--- src/rtl/pci_inport_pkg.sv ---
// Shared constants and helpers for the PIO input-word collector.
package pci_inport_pkg;

   // Status word geometry
   localparam int unsigned WORD_W     = 32;
   localparam int unsigned SW_LSB     = 0;
   localparam int unsigned SW_W       = 18;
   localparam int unsigned KEY_LSB    = 18;
   localparam int unsigned KEY_W      = 4;
   localparam int unsigned STICKY_LSB = 22;
   localparam int unsigned STICKY_W   = 4;
   localparam int unsigned CNT_LSB    = 26;
   localparam int unsigned CNT_W      = 4;
   localparam int unsigned RSVD_LSB   = 30;
   localparam int unsigned RSVD_W     = 2;

   // Synchroniser depth used for every asynchronous input
   localparam int unsigned SYNC_STAGES = 2;

   // Bits that went from released to pressed between two debounced samples
   function automatic logic [KEY_W-1:0] rise_mask(input logic [KEY_W-1:0] cur,
                                                  input logic [KEY_W-1:0] prev);
      return cur & ~prev;
   endfunction

endpackage

--- src/rtl/pci_inport_collector_debouncer.sv ---
// Single-bit synchroniser plus tick-sampled debouncer.
module input_debouncer
   import pci_inport_pkg::*;
#(
   parameter int unsigned DB_SAMPLES = 4
) (
   input  logic clk_clk,
   input  logic reset_reset_n,
   input  logic tick,
   input  logic din,
   output logic dout
);

   logic [SYNC_STAGES-1:0] sync_q;
   logic [DB_SAMPLES-1:0]  hist_q;
   logic [DB_SAMPLES-1:0]  hist_next_c;

   // History as it will look once the current synced sample is shifted in
   assign hist_next_c = {hist_q[DB_SAMPLES-2:0], sync_q[SYNC_STAGES-1]};

   // Two-flop synchroniser for the asynchronous input
   always_ff @(posedge clk_clk or negedge reset_reset_n) begin
      if (!reset_reset_n) begin
         sync_q <= '0;
      end else begin
         sync_q <= {sync_q[SYNC_STAGES-2:0], din};
      end
   end

   // Sample on tick; accept a new level only when the whole history agrees
   always_ff @(posedge clk_clk or negedge reset_reset_n) begin
      if (!reset_reset_n) begin
         hist_q <= '0;
         dout   <= 1'b0;
      end else if (tick) begin
         hist_q <= hist_next_c;
         if (&hist_next_c) begin
            dout <= 1'b1;
         end else if (~|hist_next_c) begin
            dout <= 1'b0;
         end
      end
   end

endmodule

--- src/rtl/pci_inport_collector.sv ---
// Collects debounced switches, key levels, sticky key presses and a press
// counter into the host-readable 32-bit PIO input word.
module pci_inport_collector
   import pci_inport_pkg::*;
#(
   parameter int unsigned NUM_SW     = 18,
   parameter int unsigned NUM_KEY    = 4,
   parameter int unsigned TICK_DIV   = 50000,
   parameter int unsigned DB_SAMPLES = 4
) (
   input  logic               clk_clk,
   input  logic               reset_reset_n,
   input  logic [NUM_SW-1:0]  sw_raw,
   input  logic [NUM_KEY-1:0] key_raw_n,
   input  logic               clr_toggle,
   output logic [WORD_W-1:0]  inport_word
);

   localparam int unsigned PRE_W = (TICK_DIV > 1) ? $clog2(TICK_DIV) : 1;

   logic [PRE_W-1:0]       presc_q;
   logic                   tick_c;

   logic [NUM_SW-1:0]      sw_db;
   logic [NUM_KEY-1:0]     key_act_c;
   logic [NUM_KEY-1:0]     key_db;
   logic [KEY_W-1:0]       key_lvl_c;
   logic [KEY_W-1:0]       key_lvl_q;

   logic [SYNC_STAGES-1:0] clr_sync_q;
   logic                   clr_ref_q;
   logic                   clr_edge_c;

   logic [KEY_W-1:0]       press_c;
   logic [STICKY_W-1:0]    sticky_q;
   logic [STICKY_W-1:0]    sticky_next_c;
   logic [CNT_W-1:0]       cnt_q;
   logic [CNT_W-1:0]       cnt_next_c;

   logic [WORD_W-1:0]      word_next_c;
   logic [WORD_W-1:0]      word_q;

   // Debounce sample strobe: one cycle in every TICK_DIV
   assign tick_c = (presc_q == PRE_W'(TICK_DIV - 1));

   // Tick prescaler, counts 0..TICK_DIV-1 and wraps
   always_ff @(posedge clk_clk or negedge reset_reset_n) begin
      if (!reset_reset_n) begin
         presc_q <= '0;
      end else if (tick_c) begin
         presc_q <= '0;
      end else begin
         presc_q <= presc_q + PRE_W'(1);
      end
   end

   // Switch debouncers
   for (genvar i = 0; i < NUM_SW; i++) begin : g_sw
      input_debouncer #(
         .DB_SAMPLES (DB_SAMPLES)
      ) u_sw_db (
         .clk_clk       (clk_clk),
         .reset_reset_n (reset_reset_n),
         .tick          (tick_c),
         .din           (sw_raw[i]),
         .dout          (sw_db[i])
      );
   end

   // Keys are inverted up front so everything downstream sees 1 = pressed
   assign key_act_c = ~key_raw_n;

   // Key debouncers
   for (genvar k = 0; k < NUM_KEY; k++) begin : g_key
      input_debouncer #(
         .DB_SAMPLES (DB_SAMPLES)
      ) u_key_db (
         .clk_clk       (clk_clk),
         .reset_reset_n (reset_reset_n),
         .tick          (tick_c),
         .din           (key_act_c[k]),
         .dout          (key_db[k])
      );
   end

   assign key_lvl_c = KEY_W'(key_db);

   // Host clear request: synchronise, then compare against the last seen level
   always_ff @(posedge clk_clk or negedge reset_reset_n) begin
      if (!reset_reset_n) begin
         clr_sync_q <= '0;
         clr_ref_q  <= 1'b0;
      end else begin
         clr_sync_q <= {clr_sync_q[SYNC_STAGES-2:0], clr_toggle};
         clr_ref_q  <= clr_sync_q[SYNC_STAGES-1];
      end
   end

   assign clr_edge_c = clr_sync_q[SYNC_STAGES-1] ^ clr_ref_q;

   // Press detection, sticky update (set beats clear) and press counting
   always_comb begin
      press_c       = rise_mask(key_lvl_c, key_lvl_q);
      sticky_next_c = clr_edge_c ? '0 : sticky_q;
      sticky_next_c = sticky_next_c | press_c;
      cnt_next_c    = cnt_q + CNT_W'(|press_c);
   end

   // Output word assembly; sticky and counter use their next values so an
   // event shows up one cycle after the debounced edge
   always_comb begin
      word_next_c                          = '0;
      word_next_c[SW_LSB +: SW_W]          = SW_W'(sw_db);
      word_next_c[KEY_LSB +: KEY_W]        = key_lvl_c;
      word_next_c[STICKY_LSB +: STICKY_W]  = sticky_next_c;
      word_next_c[CNT_LSB +: CNT_W]        = cnt_next_c;
      word_next_c[RSVD_LSB +: RSVD_W]      = '0;
   end

   // Event state and registered output word
   always_ff @(posedge clk_clk or negedge reset_reset_n) begin
      if (!reset_reset_n) begin
         key_lvl_q <= '0;
         sticky_q  <= '0;
         cnt_q     <= '0;
         word_q    <= '0;
      end else begin
         key_lvl_q <= key_lvl_c;
         sticky_q  <= sticky_next_c;
         cnt_q     <= cnt_next_c;
         word_q    <= word_next_c;
      end
   end

   assign inport_word = word_q;

endmodule

--- config.mk ---
export PLATFORM = sky130hd
export DESIGN_NAME = pci_inport_collector
export DESIGN_NICKNAME = d
export VERILOG_FILES = /design/src/rtl/pci_inport_pkg.sv /design/src/rtl/pci_inport_collector_debouncer.sv /design/src/rtl/pci_inport_collector.sv
export SDC_FILE = /design/constraint.sdc
export NUM_CORES = 1
export LEC_CHECK = 0
export BUFFER_PORTS_ARGS = -buffer_cell sky130_fd_sc_hd__buf_2
export CAP_MARGIN = 15
export CELL_PAD_IN_SITES_DETAIL_PLACEMENT = 1
export CELL_PAD_IN_SITES_GLOBAL_PLACEMENT = 1
export CORE_UTILIZATION = 47
export CTS_CLUSTER_DIAMETER = 30
export DETAILED_ROUTE_END_ITERATION = 8
export PLACE_DENSITY_LB_ADDON = 0.1
export SYNTH_ARGS = -nofsm -noshare
export SYNTH_HDL_FRONTEND = slang
export SYNTH_SLANG_ARGS = --single-unit
--- constraint.sdc ---
create_clock -name clk_clk -period 2.5 [get_ports clk_clk]
set_clock_uncertainty 0.1 [all_clocks]
set_input_delay 0.25 -clock clk_clk [delete_from_list [all_inputs] [get_ports clk_clk]]
set_output_delay 0.25 -clock clk_clk [all_outputs]
set_load 0.02 [all_outputs]
==> impl_metrics.json, run 1 <==
{
  "run_status": "complete, no violations",
  "cts_tree": "done",
  "synth-warning-count": 0,
  "via_per_inst": 5.27,
  "cp_num_buf_inv": 1,
  "peakVddDrop_mv": 0.495,
  "syn-instance-count": 568,
  "cap_violations": 0,
  "coreArea_mm2": 0.0135,
  "period_share_pct": 91.4,
  "grt_pass1_wl_mm": 23.6,
  "hpwl_mm": 8.25,
  "drt-wirelength-per-cell_um": 16.2,
  "preCtsSetupSlack_ps": 220,
  "layout.nets": 682,
  "required_ps": 2710,
  "timing.final.hold_violations": 0,
  "ys_types": 27,
  "drc": 0,
  "vias": 4440,
  "fin_area_mm2": 0.00800,
  "grt_usage_pct": 21.0,
  "clk_latency_ps": 430,
  "die-area_mm2": 0.0145,
  "dieHeight_um": 120,
  "cp.arrival_ps": 2490,
  "crit_path_start": "presc_q[13]$_DFF_PN0_",
  "tns_ps": 0,
  "dr.pass1.iters": 4,
  "slew_violations": 0,
  "setup_slack_ps": 214,
  "min_path_cells": 0,
  "clkSlewWorstSetupHoldPaths_ps": 60,
  "cp-end-kind": "register",
  "grt_pass1_vias": 4878,
  "min_path_type": "reg2reg",
  "grt_setup_unrepaired": "false",
  "ant_nets": 0,
  "synth-seq-cells": 181,
  "r2r_start": "presc_q[13]$_DFF_PN0_",
  "insertedDiodeCount": 0,
  "cp-endpoint": "g_sw[6].u_sw_db.dout$_DFFE_PN0P_",
  "grt_max_degree": 63,
  "placed_area_mm2": 0.00710,
  "fin_hold_ws_ps": 248,
  "die_w_um": 120,
  "worst-setup-path-type": "reg2reg",
  "numPortBuffers": 54,
  "cts_htree_levels": 4,
  "pin_count": 57,
  "drt-total-wl_mm": 13.6,
  "syn_area_mm2": 0.00660,
  "clockBufferDepth": 2,
  "crit_path_cell_trace": "or4_1 -> or4_4 -> buf_4 -> o22ai_2 -> nor2_1",
  "power_density_mw_per_mm2": 760,
  "setup_viol": 0,
  "overflow": 0,
  "r2r_cells": 5,
  "min_period_ps": 2290,
  "post-cts-setup-buffers": 0,
  "gp_congestion": 0.759,
  "nFillCells": 1418,
  "cts_buffers": 17,
  "tightest_slew_ps": 606,
  "crit_family": "simple AND/OR/NAND/NOR gates",
  "slew_headroom_pct": 59.6,
  "timing.fmax_mhz": 437,
  "initial_core_util_pct": 49.0,
  "drt_iter0_drc": 224,
  "post-route-util_pct": 59.5,
  "area_delta_synth_final_pct": 21.3,
  "final_common_cell": "nand2_1",
  "drive_gt1_share_pct": 18.0,
  "synth_area_per_cell_um2": 11.6,
  "worst-path-stages": 5,
  "rrSetupSlack_ps": 210,
  "reg2reg_to": "g_sw[6].u_sw_db.dout$_DFFE_PN0P_",
  "final_cell_mix": "nand2_1, dfrtp_1, buf_2, nor2_1, dlygate4sd3_1",
  "cts_sinks": 181,
  "synth.yosys.seq_area_share_pct": 68.7,
  "path_max_fanout": 28,
  "cts_root_buffer": "clkbuf_16",
  "leakage_nw": 4.10,
  "start_kind": "register",
  "antenna_found_initial": 0,
  "max_stage_delay_ps": 600,
  "rows": 42,
  "cp_slowest_cell": "or4_1"
}
[Yosys cell counts]
cell type / instances / area share (%)
clkbuf_1: 2 / 0.11
o22ai_2: 22 / 4.2
buf_6: 3 / 0.51
nor4_1: 1 / 0.095
inv_1: 7 / 0.40
nor2_1: 32 / 1.8
or4b_1: 1 / 0.15
a41oi_1: 22 / 2.9
nor3_1: 4 / 0.30
conb_1: 1 / 0.057
buf_4: 2 / 0.23
xor2_1: 8 / 1.1
and2_1: 1 / 0.095
nand4_1: 4 / 0.38
buf_2: 15 / 1.1
a21oi_1: 1 / 0.076
xnor2_1: 7 / 0.93
dfrtp_1: 181 / 69
mux2i_1: 1 / 0.15
or4_1: 24 / 2.7
nand2b_1: 4 / 0.38
ha_1: 3 / 0.57
and3_1: 2 / 0.19
nor4_2: 1 / 0.19
nand2_1: 211 / 12
nand3_1: 7 / 0.53
a31o_2: 1 / 0.13
[sequential cells by signal (all words and copies together), names as in the netlist, 4 cells and up]
register,cells
presc_q,16
g_sw.u_sw_db.sync_q,36
g_key.u_key_db.hist_q,12
g_sw.u_sw_db.hist_q,54
inport_word,20
g_key.u_key_db.dout,4
g_key.u_key_db.sync_q,8
cnt_q,4
g_sw.u_sw_db.dout,18
[worst register-to-register path, cell delays in order (launching register included)]
cell and delay, ps:
dfrtp_1 400, or4_1 600, or4_4 580, buf_4 260, o22ai_2 150, nor2_1 70
[area by class of cell]
cell class / count / area [µm²] / share of cell area, %
clock buffer: 20 / 457 / 5.71
multi-input combinational: 359 / 1930 / 24.1
inverter: 7 / 26.3 / 0.328
clock inverter: 12 / 199 / 2.49
tap: 176 / 220 / 2.75
timing repair buffer: 88 / 642 / 8.02
sequential: 181 / 4530 / 56.6
[metrics by stage]
stage	std cells	total power, mW
after CTS	843	6.15
after floorplan	569	3.06
after detailed placement	787	3.16
after global placement	787	3.15
after global routing	843	6.26
final	843	6.08
[layer usage]
metal | wire [µm] | global-route usage, % | part of all wire [%]
met1 | 5890 | 26.0 | 43
met2 | 7180 | 35.9 | 53
met3 | 430 | 5.61 | 3.2
met4 | 144 | 6.48 | 1.1
met5 | 0 | 0 | 0
[power breakdown]
part           leakage [nW]  internal [mW]  switching, mW
Combinational          1.37         0.0605         0.0825
Sequential             2.41           2.97         0.0219
Clock                 0.321           1.83           1.12
[worst min-delay path by stage]
stage,from,to
global route,g_sw[14].u_sw_db.sync_q[0]$_DFF_PN0_,g_sw[14].u_sw_db.sync_q[1]$_DFF_PN0_
global placement,reset_reset_n,g_sw[6].u_sw_db.hist_q[0]$_DFFE_PN0N_
floorplan,reset_reset_n,clr_ref_q$_DFF_PN0_
detailed placement,reset_reset_n,g_sw[6].u_sw_db.hist_q[0]$_DFFE_PN0N_
finish,g_sw[1].u_sw_db.sync_q[0]$_DFF_PN0_,g_sw[1].u_sw_db.sync_q[1]$_DFF_PN0_
CTS,g_sw[1].u_sw_db.sync_q[0]$_DFF_PN0_,g_sw[1].u_sw_db.sync_q[1]$_DFF_PN0_
[what timing repair did]
action	in CTS	in global routing
hold buffers	24	0
resized for setup	0	0
hold endpoints to repair	81	0
[logic make-up (layout without fill, tap and decap cells)]
kind of cell / after synthesis / in the layout / synth area share, %
AO/OA/AOI/OAI: 46 / 46 / 7.30
XOR/XNOR: 15 / 15 / 1.99
adder cells (fa/ha/maj): 3 / 3 / 0.569
buffers and inverters: 29 / 127 / 2.39
flip-flops: 181 / 181 / 68.7
multiplexers: 1 / 1 / 0.152
other: 1 / 2 / 0.0568
AND/OR/NAND/NOR: 292 / 292 / 18.9
Power figures use the tool's default switching activity.
==> inputs of run 2 (changes only) <==
Settings changed: CORE_ASPECT_RATIO set to 0.6.
==> run 2 against run 1 <==
Die area up 0.10%. Utilization down 1.4 points. Sequential power about the same. Final area down 0.75%. Via count down 0.97%. Clock-buffer cell count down 2. Worst setup slack better by 52 ps. Non-clock buffer count down 2. Flip-flop and latch count unchanged. Clock power down 12%. Sequential share of layout area up 0.43 points. Critical path depth unchanged.
==> impl_metrics.json, run 2 (synthesis gave the netlist of run 1 again) <==
{
  "run_status": "complete, no violations",
  "clockBufferDepth": 2,
  "cts_tree": "done",
  "cp-end-kind": "register",
  "clkSlewWorstSetupHoldPaths_ps": 70,
  "hpwl_mm": 8.31,
  "drc": 0,
  "drive_gt1_share_pct": 17.6,
  "gp_congestion": 0.724,
  "coreArea_mm2": 0.0137,
  "clk_latency_ps": 430,
  "grt_pass1_wl_mm": 21.8,
  "leakage_nw": 4.05,
  "multi_input_area_mm2": 0.00193,
  "nFillCells": 1430,
  "drt_iter0_drc": 187,
  "setup_viol": 0,
  "power_density_mw_per_mm2": 723,
  "grt_setup_unrepaired": "false",
  "grt_usage_pct": 19.5,
  "final_cell_mix": "nand2_1, dfrtp_1, buf_2, nor2_1, dlygate4sd3_1",
  "cp.arrival_ps": 2440,
  "regMostFlops": "g_sw.u_sw_db.hist_q",
  "cts_root_buffer": "clkbuf_16",
  "antenna_found_initial": 0,
  "initial_core_util_pct": 48.3,
  "cap_violations": 0,
  "fin_hold_ws_ps": 231,
  "overflow": 0,
  "pin_count": 57,
  "r2r_start": "presc_q[13]$_DFF_PN0_",
  "dieHeight_um": 93.8,
  "crit_path_start": "presc_q[13]$_DFF_PN0_",
  "timing.fmax_mhz": 448,
  "dr.pass1.iters": 4,
  "min_period_ps": 2230,
  "die_w_um": 155,
  "peakVddDrop_mv": 0.356,
  "area_delta_synth_final_pct": 20.4,
  "largest_reg_flops": 54,
  "grt_pass1_vias": 4452,
  "period_share_pct": 89.4,
  "vias": 4397,
  "start_kind": "register",
  "seq_area_mm2": 0.00453,
  "cts_buffers": 17,
  "required_ps": 2710,
  "die-area_mm2": 0.0145,
  "numPortBuffers": 54,
  "ant_nets": 0,
  "final_common_cell": "nand2_1",
  "drt-total-wl_mm": 13.0,
  "grt_max_degree": 67,
  "cts_htree_levels": 4,
  "path_max_fanout": 49,
  "rows": 33,
  "tns_ps": 0,
  "cts_sinks": 181,
  "via_per_inst": 5.14,
  "timing.final.hold_violations": 0,
  "p_total_mw": 5.74,
  "layout.nets": 680,
  "worst-setup-path-type": "reg2reg",
  "slew_violations": 0,
  "drt-wirelength-per-cell_um": 15.2,
  "insertedDiodeCount": 0,
  "ctsResizeCount": 0,
  "min_path_type": "in2async"
}
run 2: changes by cell type in the layout (fill, tap and decap cells not counted), sizes merged:
| cell | change |
|---|---|
| clkinv | +1 |
| clkinvlp | +1 |
| bufinv | -3 |
| buf | -2 |
| clkbuf | -2 |
| inv | +2 |
run 2: layout make-up:
type	instances	area share [%]
Multi-Input combinational cell	359	24.3
Timing Repair Buffer	86	8.05
Sequential cell	181	57.1
Tap cell	192	3.03
Clock buffer	18	5.41
Clock inverter	13	1.88
Inverter	7	0.331
run 2: power by group:
part	internal (mW)	switching [mW]	leakage (nW)	total [mW]
logic	0.0595	0.0800	1.36	0.140
clock network	1.48	1.13	0.279	2.61
registers	2.97	0.0222	2.41	2.99
run 2: repair_timing:
item                                   CTS  global route
hold buffers                            24             0
setup buffers                            0             0
endpoints found under the hold margin   71             0
run 2: worst max-delay path, stage by stage (launching register included):
cell and delay (ps):
dfrtp_1 400, or4_1 590, or4_4 580, buf_12 220, o22ai_2 140, nor2_1 70
run 2: worst paths after layout:
kind	endpoint	slack, ps	cells past startpoint
worst max-delay path	g_key[3].u_key_db.dout$_DFFE_PN0P_	270	5
worst min-delay path	inport_word[7]$_DFF_PN0_	230	2
worst max register to register	g_key[3].u_key_db.dout$_DFFE_PN0P_	270	5
worst min register to register	g_sw[2].u_sw_db.sync_q[1]$_DFF_PN0_	250	0
max in group asynchronous	g_key[3].u_key_db.sync_q[1]$_DFF_PN0_	1280	3
min in group clk_clk	g_sw[2].u_sw_db.sync_q[1]$_DFF_PN0_	250	0
run 2: stage by stage:
step | setup WS [ps] | cells | cell area (µm²) | util [%]
after global routing | 157 | 856 | 7940 | 58.1
after CTS | 246 | 856 | 7940 | 58.1
after detailed placement | 277 | 801 | 7120 | 52.1
after floorplan | 394 | 569 | 6600 | -
after global placement | 316 | 801 | 7120 | 52.1
final | 266 | 856 | 7940 | 58.1
run 2: layer usage:
layer / wire (µm) / track usage (%) / up-vias
met5: 0 / 0 / -
met4: 187 / 8.42 / 0
met3: 391 / 4.47 / 18
met2: 6180 / 31.7 / 66
met1: 6240 / 25.3 / 2240
li1: - / - / 2073
